--- config.mk ---
export PLATFORM = sky130hd
export DESIGN_NAME = dup_range_gen
export DESIGN_NICKNAME = d
export VERILOG_FILES = /design/src/rtl/dup_range_gen.sv
export SDC_FILE = /design/constraint.sdc
export NUM_CORES = 1
export LEC_CHECK = 0
export CORE_UTILIZATION = 55
export DETAILED_ROUTE_END_ITERATION = 10
export GPL_ROUTABILITY_DRIVEN = 0
export GPL_TIMING_DRIVEN = 0
export PLACE_DENSITY = 0.86
export SYNTH_ARGS = -nofsm -noshare
export SYNTH_HDL_FRONTEND = slang
export SYNTH_SLANG_ARGS = --single-unit
export TNS_END_PERCENT = 10
--- constraint.sdc ---
create_clock -name _clock -period 7.5 [get_ports _clock]
set_input_delay 1.125 -clock _clock [delete_from_list [all_inputs] [get_ports _clock]]
set_output_delay 1.125 -clock _clock [all_outputs]
set_load 0.01 [all_outputs]
--- src/rtl/dup_range_gen.sv ---
// rtl/dup_range_gen.sv - emits each value of range(base, limit, step) twice over a valid/ready stream
// Optional simulation assertions: define DUP_RANGE_GEN_SVA_EN.
module dup_range_gen (
    input  logic               _clock,
    input  logic               _reset,
    input  logic               _start,
    input  logic               _ready,
    input  logic signed [31:0] base,
    input  logic signed [31:0] limit,
    input  logic signed [31:0] step,
    output logic               _done,
    output logic               _valid,
    output logic signed [31:0] _0
);

    typedef enum logic [1:0] {
        S_IDLE   = 2'd0,
        S_EMIT_A = 2'd1,
        S_EMIT_B = 2'd2
    } state_t;

    state_t             r_state;
    logic signed [31:0] r_i;
    logic signed [31:0] r_limit;
    logic signed [31:0] r_step;
    logic               r_done;
    logic               r_valid;
    logic signed [31:0] r_out;

    logic        w_start_ok;
    logic [32:0] w_sum;
    logic        w_fits;
    logic        w_next_ok;
    logic        w_fire;

    // A zero step is treated as an empty range so the block can never spin forever.
    function automatic logic in_range(input logic signed [31:0] v,
                                      input logic signed [31:0] l,
                                      input logic signed [31:0] s);
        if (s > 0)
            return v < l;
        else if (s < 0)
            return v > l;
        else
            return 1'b0;
    endfunction

    assign w_start_ok = in_range(base, limit, step);
    assign w_sum      = {r_i[31], r_i} + {r_step[31], r_step};
    assign w_fits     = (w_sum[32] == w_sum[31]);
    assign w_next_ok  = w_fits && in_range(w_sum[31:0], r_limit, r_step);
    assign w_fire     = r_valid && _ready;

    always_ff @(posedge _clock or negedge _reset) begin
        if (!_reset) begin
            r_state <= S_IDLE;
            r_i     <= '0;
            r_limit <= '0;
            r_step  <= '0;
            r_done  <= 1'b1;
            r_valid <= 1'b0;
            r_out   <= '0;
        end else begin
            case (r_state)
                S_IDLE: begin
                    if (_start) begin
                        r_i     <= base;
                        r_limit <= limit;
                        r_step  <= step;
                        if (w_start_ok) begin
                            r_state <= S_EMIT_A;
                            r_valid <= 1'b1;
                            r_done  <= 1'b0;
                            r_out   <= base;
                        end else begin
                            r_valid <= 1'b0;
                            r_done  <= 1'b1;
                        end
                    end
                end
                S_EMIT_A: begin
                    if (w_fire)
                        r_state <= S_EMIT_B;
                end
                S_EMIT_B: begin
                    if (w_fire) begin
                        // 33-bit sum: leaving the 32-bit range ends iteration instead of wrapping.
                        if (w_next_ok) begin
                            r_i     <= w_sum[31:0];
                            r_out   <= w_sum[31:0];
                            r_state <= S_EMIT_A;
                        end else begin
                            r_state <= S_IDLE;
                            r_valid <= 1'b0;
                            r_done  <= 1'b1;
                        end
                    end
                end
                default: begin
                    r_state <= S_IDLE;
                    r_valid <= 1'b0;
                    r_done  <= 1'b1;
                end
            endcase
        end
    end

    assign _done  = r_done;
    assign _valid = r_valid;
    assign _0     = r_out;

`ifdef DUP_RANGE_GEN_SVA_EN
    a_hold_stable: assert property (@(posedge _clock) disable iff (!_reset)
        (_valid && !_ready) |=> (_valid && $stable(_0)));
    a_done_valid_excl: assert property (@(posedge _clock) disable iff (!_reset)
        !(_done && _valid));
    a_start_drops_done: assert property (@(posedge _clock) disable iff (!_reset)
        (r_state == S_IDLE && _start && step != 0 && w_start_ok) |=> !_done);
`endif

endmodule

==> results of run 1 <==
-- layout make-up --
class / count / area, sq um / area share [%]
Tap cell: 216 / 270 / 2.39
Timing Repair Buffer: 134 / 1360 / 12.1
Multi-Input combinational cell: 719 / 5110 / 45.2
Buffer: 42 / 229 / 2.03
Clock inverter: 12 / 205 / 1.82
Sequential cell: 132 / 3300 / 29.3
Clock buffer: 20 / 447 / 3.96
Inverter: 97 / 364 / 3.23
-- flip-flops by register name, indices dropped and copies added (netlist names) --
name and count:
_done 1, r_i 32, r_step 32, r_limit 32, r_state 2, _valid 1, _0 32
-- cells in the mapped netlist (all sizes together), types with 2 or more instances --
library cell	n	area [sq um]
nand2b	4	25.0
a31o	5	43.8
mux2	46	578
nand3	14	75.1
mux2i	36	360
inv	97	364
nor2	26	100
nand3b	3	22.5
nand4	22	138
a21boi	2	15.0
nor4	16	100
o21bai	3	22.5
and2	3	18.8
buf	15	121
o21ai	56	280
nor2b	8	50.1
nand2	197	742
a311oi	2	17.5
a31oi	10	62.6
xnor2	18	165
or3	2	12.5
a221oi	4	41.3
a211oi	5	37.5
o31ai	5	42.5
and3	6	37.5
ha	96	1200
xor2	13	114
or4	2	15.0
a21o	20	150
o2111ai	2	17.5
o21a	6	45.0
dfrtp	131	3280
a221o	2	20.0
a21oi	54	270
nor3	10	61.3
a41oi	2	25.0
clkbuf	27	108
o211ai	5	37.5
-- power groups by stage --
stage	logic [mW]	clock network [mW]	registers, mW
after floorplan	2.70	0	1.28
after global placement	3.61	0	1.31
after detailed placement	3.75	0	1.32
after CTS	3.87	0.937	1.31
after global routing	4.31	0.970	1.35
final	3.95	0.936	1.32
-- layer usage --
metal  vias up  wire, um  part of all wire, %  global-route usage, %
met4         0      1120                  4.3                   17.9
met2       451     12200                   47                   52.4
met1      3854     10400                   40                   41.5
met5         -         0                    0                      0
li1       3760         -                    -                      -
met3        97      2410                  9.2                   6.85
-- kinds of logic after synthesis --
kind of cell             Yosys count  synth area share, %
XOR/XNOR                          31                 3.10
flip-flops                       132                 36.7
adder cells (fa/ha/maj)           97                 13.6
AO/OA/AOI/OAI                    193                 13.9
AND/OR/NAND/NOR                  316                 15.8
buffers and inverters            139                 6.59
multiplexers                      82                 10.4
-- through the flow --
stage	hold WS [ns]	setup WS (ns)	utilization, %	power [mW]
floorplan	0.452	2.28	-	3.98
global placement	0.475	0.0197	66.5	4.91
detailed placement	0.482	1.22	66.7	5.06
CTS	0.495	1.12	70.8	6.11
global route	0.507	0.731	70.8	6.63
finish	0.500	0.965	70.8	6.21
-- worst max-delay path by stage --
stage / from / to / slack (ns) / cells after the start
after floorplan: r_i[0] / _0[10] / 2.28 / 23
after global placement: _reset / _0[26] / 0.02 / 1
after detailed placement: r_step[0] / _0[23] / 1.22 / 23
after CTS: r_step[0] / _0[21] / 1.12 / 23
after global routing: r_i[0] / _0[21] / 0.73 / 23
final: r_step[0] / _0[21] / 0.96 / 23
-- worst reg2reg max path: stages (launching register included) --
cell      delay, ns
dfrtp_1        0.40
ha_1           0.22
fa_1           0.45
a211oi_1       0.28
o21a_1         0.26
nand2_1        0.10
a221oi_2       0.36
o21ai_0        0.40
a31o_2         0.39
nand4_1        0.16
nand2_1        0.09
xor2_1         0.17
ha_1           0.31
nand4_1        0.14
or3_1          0.42
nand3b_1       0.24
a31oi_1        0.20
nor4_1         0.08
xnor2_1        0.18
mux2i_1        0.61
a31o_1         0.28
buf_6          0.18
buf_12         0.17
mux2_4         0.32
-- placed cells by master, fill, tap and decap left out, drive strengths merged, types with 3 or more instances in the layout --
cell type	instances
nand2	197
xnor2	18
o21a	6
nand2b	4
buf	17
o21bai	3
bufinv	5
clkdlybuf4s50	132
and2	3
ha	96
xor2	13
a21o	20
a31oi	10
nor4	16
a31o	5
o211ai	5
mux2	46
nand3	14
o21ai	56
a221oi	4
nand4	22
o31ai	5
clkbuf	47
mux2i	36
clkinvlp	5
and3	6
nor3	10
nand3b	3
nor2b	8
dfrtp	131
inv	97
nor2	26
a21oi	54
a211oi	5
==> impl_metrics.csv, run 1 <==
group,metric,value,unit
pwr,ir_drop,307,uV
die,die_h,130,um
synthesis,avgSynthCellArea,9.09,sq um
pwr,p_sw,2.88,mW
critical_path,crit_required,7.82,ns
die,die_w,130,um
critical_path,crit_path_end_kind,"flop",
critical_path,slowest_stage,"mux2i_1",
cells_and_area,nFillCells,1198,
detailed_routing,drt_pass1_iterations,7,
synthesis,synth_seq_cells,132,
clocking,clk_pin_slew,0.06,ns
timing,tns,0,ns
detailed_routing,ant_nets,0,
synthesis,syn_nets,1187,
grt,track_usage,32.7,%
cells_and_area,syn_to_final_growth,25.3,%
synthesis,synth_edf_count,0,
grt,antenna_found_initial,0,
pwr,p_leak,5.34,nW
grt,grt_max_degree,97,
synthesis,yosys_most_used_dff,"dfrtp_1",
flow_run,max_cap_viol_count,0,
synthesis,async_reset_ff_share,100,%
critical_path,startpoint_type,"flop",
critical_path,r2r_cells,23,
place,placed_cells_incl_taps,1340,
worst_hold_path,min_to,"r_i[8]",
critical_path,rrSetupSlack,0.96,ns
critical_path,arrival,6.85,ns
outcome,status,"finished clean",
clocking,ctsResizeCount,0,
clocking,clock_latency,0.43,ns
cells_and_area,final_cells,1372,
critical_path,crit_family,"compound AO/OA/AOI/OAI gates",
synthesis,ys_seq_area_share,36.7,%
detailed_routing,drt-initial-drc-count,822,
timing,slew_viol_final,0,
die,die_area,16900,sq um
place,dp_hpwl,19.1,mm
pwr,seq_power_share,21.3,%
synthesis,netlist_instances,990,
clocking,clock-sinks,132,
cells_and_area,drive_above_1_share,8.13,%
detailed_routing,vias,8162,
timing,min_period,6.54,ns
grt,grt_pass1_wl,41.0,mm
place,placed_area,10600,sq um
detailed_routing,drc_errors,0,
pwr,power-per-cell-area,550,nW/um^2
synthesis,yosysWarnings,0,
critical_path,path_buf_inv,2,
synthesis,netlist_area,9000,sq um
critical_path,max_stage_delay,0.61,ns
detailed_routing,wl_per_cell,19.1,um
clocking,cts_hold_buf,0,
timing,hold_viol,0,
detailed_routing,drt-vias-per-instance,5.95,
die,io-pin-count,134,
critical_path,rr_startpoint,"r_step[0]",
timing,fin_skew,0.00881,ns
cells_and_area,diodes,0,
timing,fmax,0.153,GHz
timing,relSlewSlack,23.4,%
pwr,p_int,3.32,mW
clocking,cts_tree,"built",
critical_path,crit_path_max_fanout,10,
grt,globalRouteOverflowTotal,0,
clocking,cts_buffer_depth,2,
timing,setup-violations-final,0,
grt,grt_pass1_vias,7989,
timing,rsz0062_at_grt,"no",
cells_and_area,stdcell_area,11300,sq um
clocking,root_buffer,"clkbuf_16",
timing,worstMarginPinSlew,1.15,ns
pwr,pwr-share-clk,15.1,%
place,io_buffer_count,133,
critical_path,path_cells,"ha_1 > fa_1 > a211oi_1 > o21a_1 > nand2_1 > a221oi_2 > o21ai_0 > a31o_2 > nand4_1 > nand2_1 > xor2_1 > ha_1 > nand4_1 > or3_1 > nand3b_1 > a31oi_1 > nor4_1 > xnor2_1 > mux2i_1 > a31o_1 > buf_6 > buf_12 > mux2_4",
cells_and_area,layout.nets,1340,
timing,timing.final.crit_share,87.1,%
worst_hold_path,hold_path_class,"flop to flop",
clocking,cts_setup_buffers,0,
worst_hold_path,holdCritStartpoint,"r_i[8]",
pwr,sw_frac_of_total,46.5,%
die,core,15900,sq um
worst_hold_path,hold_depth,1,
die,initial_core_util,56.5,%
die,rows,46,
clocking,numCtsBuffers,17,
clocking,htreeDepth,4,
detailed_routing,wirelength,26.2,mm
synthesis,ys_types,70,
critical_path,worstReg2RegEnd,"_0[21]",
critical_path,worstSetupPathType,"flop to flop",
pwr,p_comb_share,63.6,%
Note: power is estimated with default switching activity, not from simulation.
==> run 2, diff against run 1 <==
CORE_ASPECT_RATIO = 2   (was unset)
CTS_CLUSTER_SIZE = 10   (was unset)
==> run 2 against run 1 <==
Hold slack about the same. Maximum frequency is 3.2% lower. Via count grew 1.0%. Non-clock buffer count unchanged. Clock skew decreased by 0.00056 ns. Setup slack got worse by 0.22 ns. Largest power group unchanged.
==> impl_metrics.csv, run 2 (synthesis gave the netlist of run 1 again) <==
group,metric,value,unit
pwr,p_sw,2.92,mW
cells_and_area,nFillCells,1187,
outcome,status,"finished clean",
critical_path,worstSetupPathType,"flop to flop",
cells_and_area,final_common_cell,"nand2_1",
critical_path,path_buf_inv,2,
detailed_routing,drc_errors,0,
critical_path,crit_family,"compound AO/OA/AOI/OAI gates",
clocking,clk_pin_slew,0.06,ns
timing,setup-violations-final,0,
critical_path,slowest_stage,"mux2i_1",
detailed_routing,drt_pass1_iterations,5,
timing,rsz0062_at_grt,"no",
grt,antenna_found_initial,1,
pwr,sw_frac_of_total,47.0,%
critical_path,crit_path_end_kind,"flop",
die,io-pin-count,134,
cells_and_area,layout.nets,1340,
critical_path,startpoint_type,"flop",
timing,whs,0.499,ns
timing,slew_viol_final,0,
critical_path,crit_path_max_fanout,10,
clocking,htreeDepth,4,
die,die_area,16900,sq um
die,die_w,92.5,um
clocking,clock_latency,0.43,ns
timing,tns,0,ns
pwr,p_int,3.29,mW
detailed_routing,drt-vias-per-instance,6.08,
detailed_routing,vias,8247,
grt,track_usage,33.7,%
flow_run,max_cap_viol_count,0,
critical_path,arrival,7.07,ns
cells_and_area,regArea,3300,sq um
place,dp_hpwl,20.6,mm
detailed_routing,ant_nets,0,
pwr,power-per-cell-area,552,nW/um^2
clocking,cts_hold_buf,0,
cells_and_area,multi_input_area,5110,sq um
die,die_h,183,um
clocking,cts_setup_buffers,0,
pwr,p_leak,5.34,nW
clocking,numCtsBuffers,17,
grt,grt_pass1_wl,42.9,mm
pwr,pwr-share-clk,14.4,%
critical_path,crit_required,7.82,ns
grt,globalRouteOverflowTotal,0,
critical_path,path_cells,"ha_1 > fa_1 > a211oi_1 > o21a_1 > nand2_1 > a221oi_2 > o21ai_0 > a31o_2 > nand4_1 > nand2_1 > xor2_1 > ha_1 > nand4_1 > or3_1 > nand3b_1 > a31oi_1 > nor4_1 > xnor2_1 > mux2i_1 > a31o_1 > buf_6 > buf_12 > mux2_4",
detailed_routing,drt-initial-drc-count,552,
cells_and_area,final_util,70.9,%
worst_hold_path,hold_path_class,"flop to flop",
detailed_routing,wirelength,27.2,mm
place,io_buffer_count,133,
timing,worstMarginPinSlew,1.12,ns
die,core,15900,sq um
timing,min_period,6.75,ns
clocking,cts_buffer_depth,2,
timing,relSlewSlack,25.3,%
pwr,ir_drop,276,uV
place,placed_area,10600,sq um
detailed_routing,wl_per_cell,20.1,um
cells_and_area,drive_above_1_share,8.23,%
grt,grt_pass1_vias,8592,
timing,hold_viol,0,
pwr,p_comb_share,64.3,%
critical_path,max_stage_delay,0.58,ns
clocking,clock-sinks,132,
timing,timing.final.crit_share,90.0,%
grt,grt_max_degree,77,
clocking,root_buffer,"clkbuf_16",
clocking,cts_tree,"built",
timing,fmax,0.148,GHz
die,initial_core_util,56.8,%
cells_and_area,syn_to_final_growth,24.8,%
pwr,seq_power_share,21.3,%
cells_and_area,stdcell_area,11200,sq um
clocking,ctsResizeCount,0,
timing,fin_skew,0.00824,ns
die,rows,65,
cells_and_area,final_cell_mix,"nand2_1, clkdlybuf4s50_1, dfrtp_1, inv_1, ha_1",
-- run 2: cell types whose count changed in the layout (fill, tap and decap cells not counted), sizes merged --
| cell | previous run | this run |
|---|---|---|
| clkinv | 2 | 6 |
| clkinvlp | 5 | 3 |
| diode | 0 | 1 |
| bufinv | 5 | 4 |
| clkbuf | 47 | 45 |
-- run 2: cell type report --
class,count,share of cell area [%]
Clock inverter,13,1.64
Tap cell,201,2.24
Clock buffer,18,3.91
Timing Repair Buffer,134,12.1
Multi-Input combinational cell,719,45.4
Antenna cell,1,0.0223
Inverter,97,3.24
Buffer,42,2.04
Sequential cell,132,29.4
-- run 2: through the flow --
stage / instances / setup slack, ns / power (mW)
final: 1357 / 0.749 / 6.20
after global routing: 1357 / 0.540 / 6.64
after CTS: 1356 / 0.851 / 6.12
after detailed placement: 1325 / 1.01 / 5.12
after global placement: 1324 / 0.193 / 4.98
after floorplan: 990 / 2.28 / 3.98
-- run 2: worst register-to-register path, delay by kind of cell, from the launching register on --
| family | cells | cell delay (ns) |
|---|---|---|
| AO/OA/AOI/OAI | 7 | 2.21 |
| XOR/XNOR | 2 | 0.34 |
| adder cells (fa/ha/maj) | 3 | 0.99 |
| buffers and inverters | 2 | 0.34 |
| flip-flops | 1 | 0.40 |
| multiplexers | 2 | 0.90 |
| AND/OR/NAND/NOR | 7 | 1.46 |
-- run 2: final timing paths --
kind | startpoint | end | slack (ns) | cells after the start
setup / recovery | r_i[0] | _0[25] | 0.75 | 23
hold / removal | r_i[18] | r_i[18] | 0.50 | 1
setup reg to reg | r_i[0] | _0[25] | 0.75 | 23
hold reg to reg | r_i[18] | r_i[18] | 0.50 | 1
max in group asynchronous | _reset | _0[17] | 6.10 | 2
min in group asynchronous | _reset | _0[28] | 0.63 | 1
-- run 2: per-layer routing --
layer  up-vias  global-route usage, %  part of all wire, %
met2       440                   58.3                   50
li1       3751                      -                    -
met1      3915                   34.0                   34
met4         0                   30.1                  9.7
met3       141                   5.97                  6.6
met5         -                      0                    0
-- run 2: power groups by stage --
stage	combinational, mW	sequential, mW	clock (mW)
2_1_floorplan	2.70	1.28	0
3_3_place_gp	3.67	1.31	0
3_5_place_dp	3.80	1.32	0
4_1_cts	3.92	1.31	0.891
5_1_grt	4.36	1.35	0.929
6_report	3.99	1.32	0.892
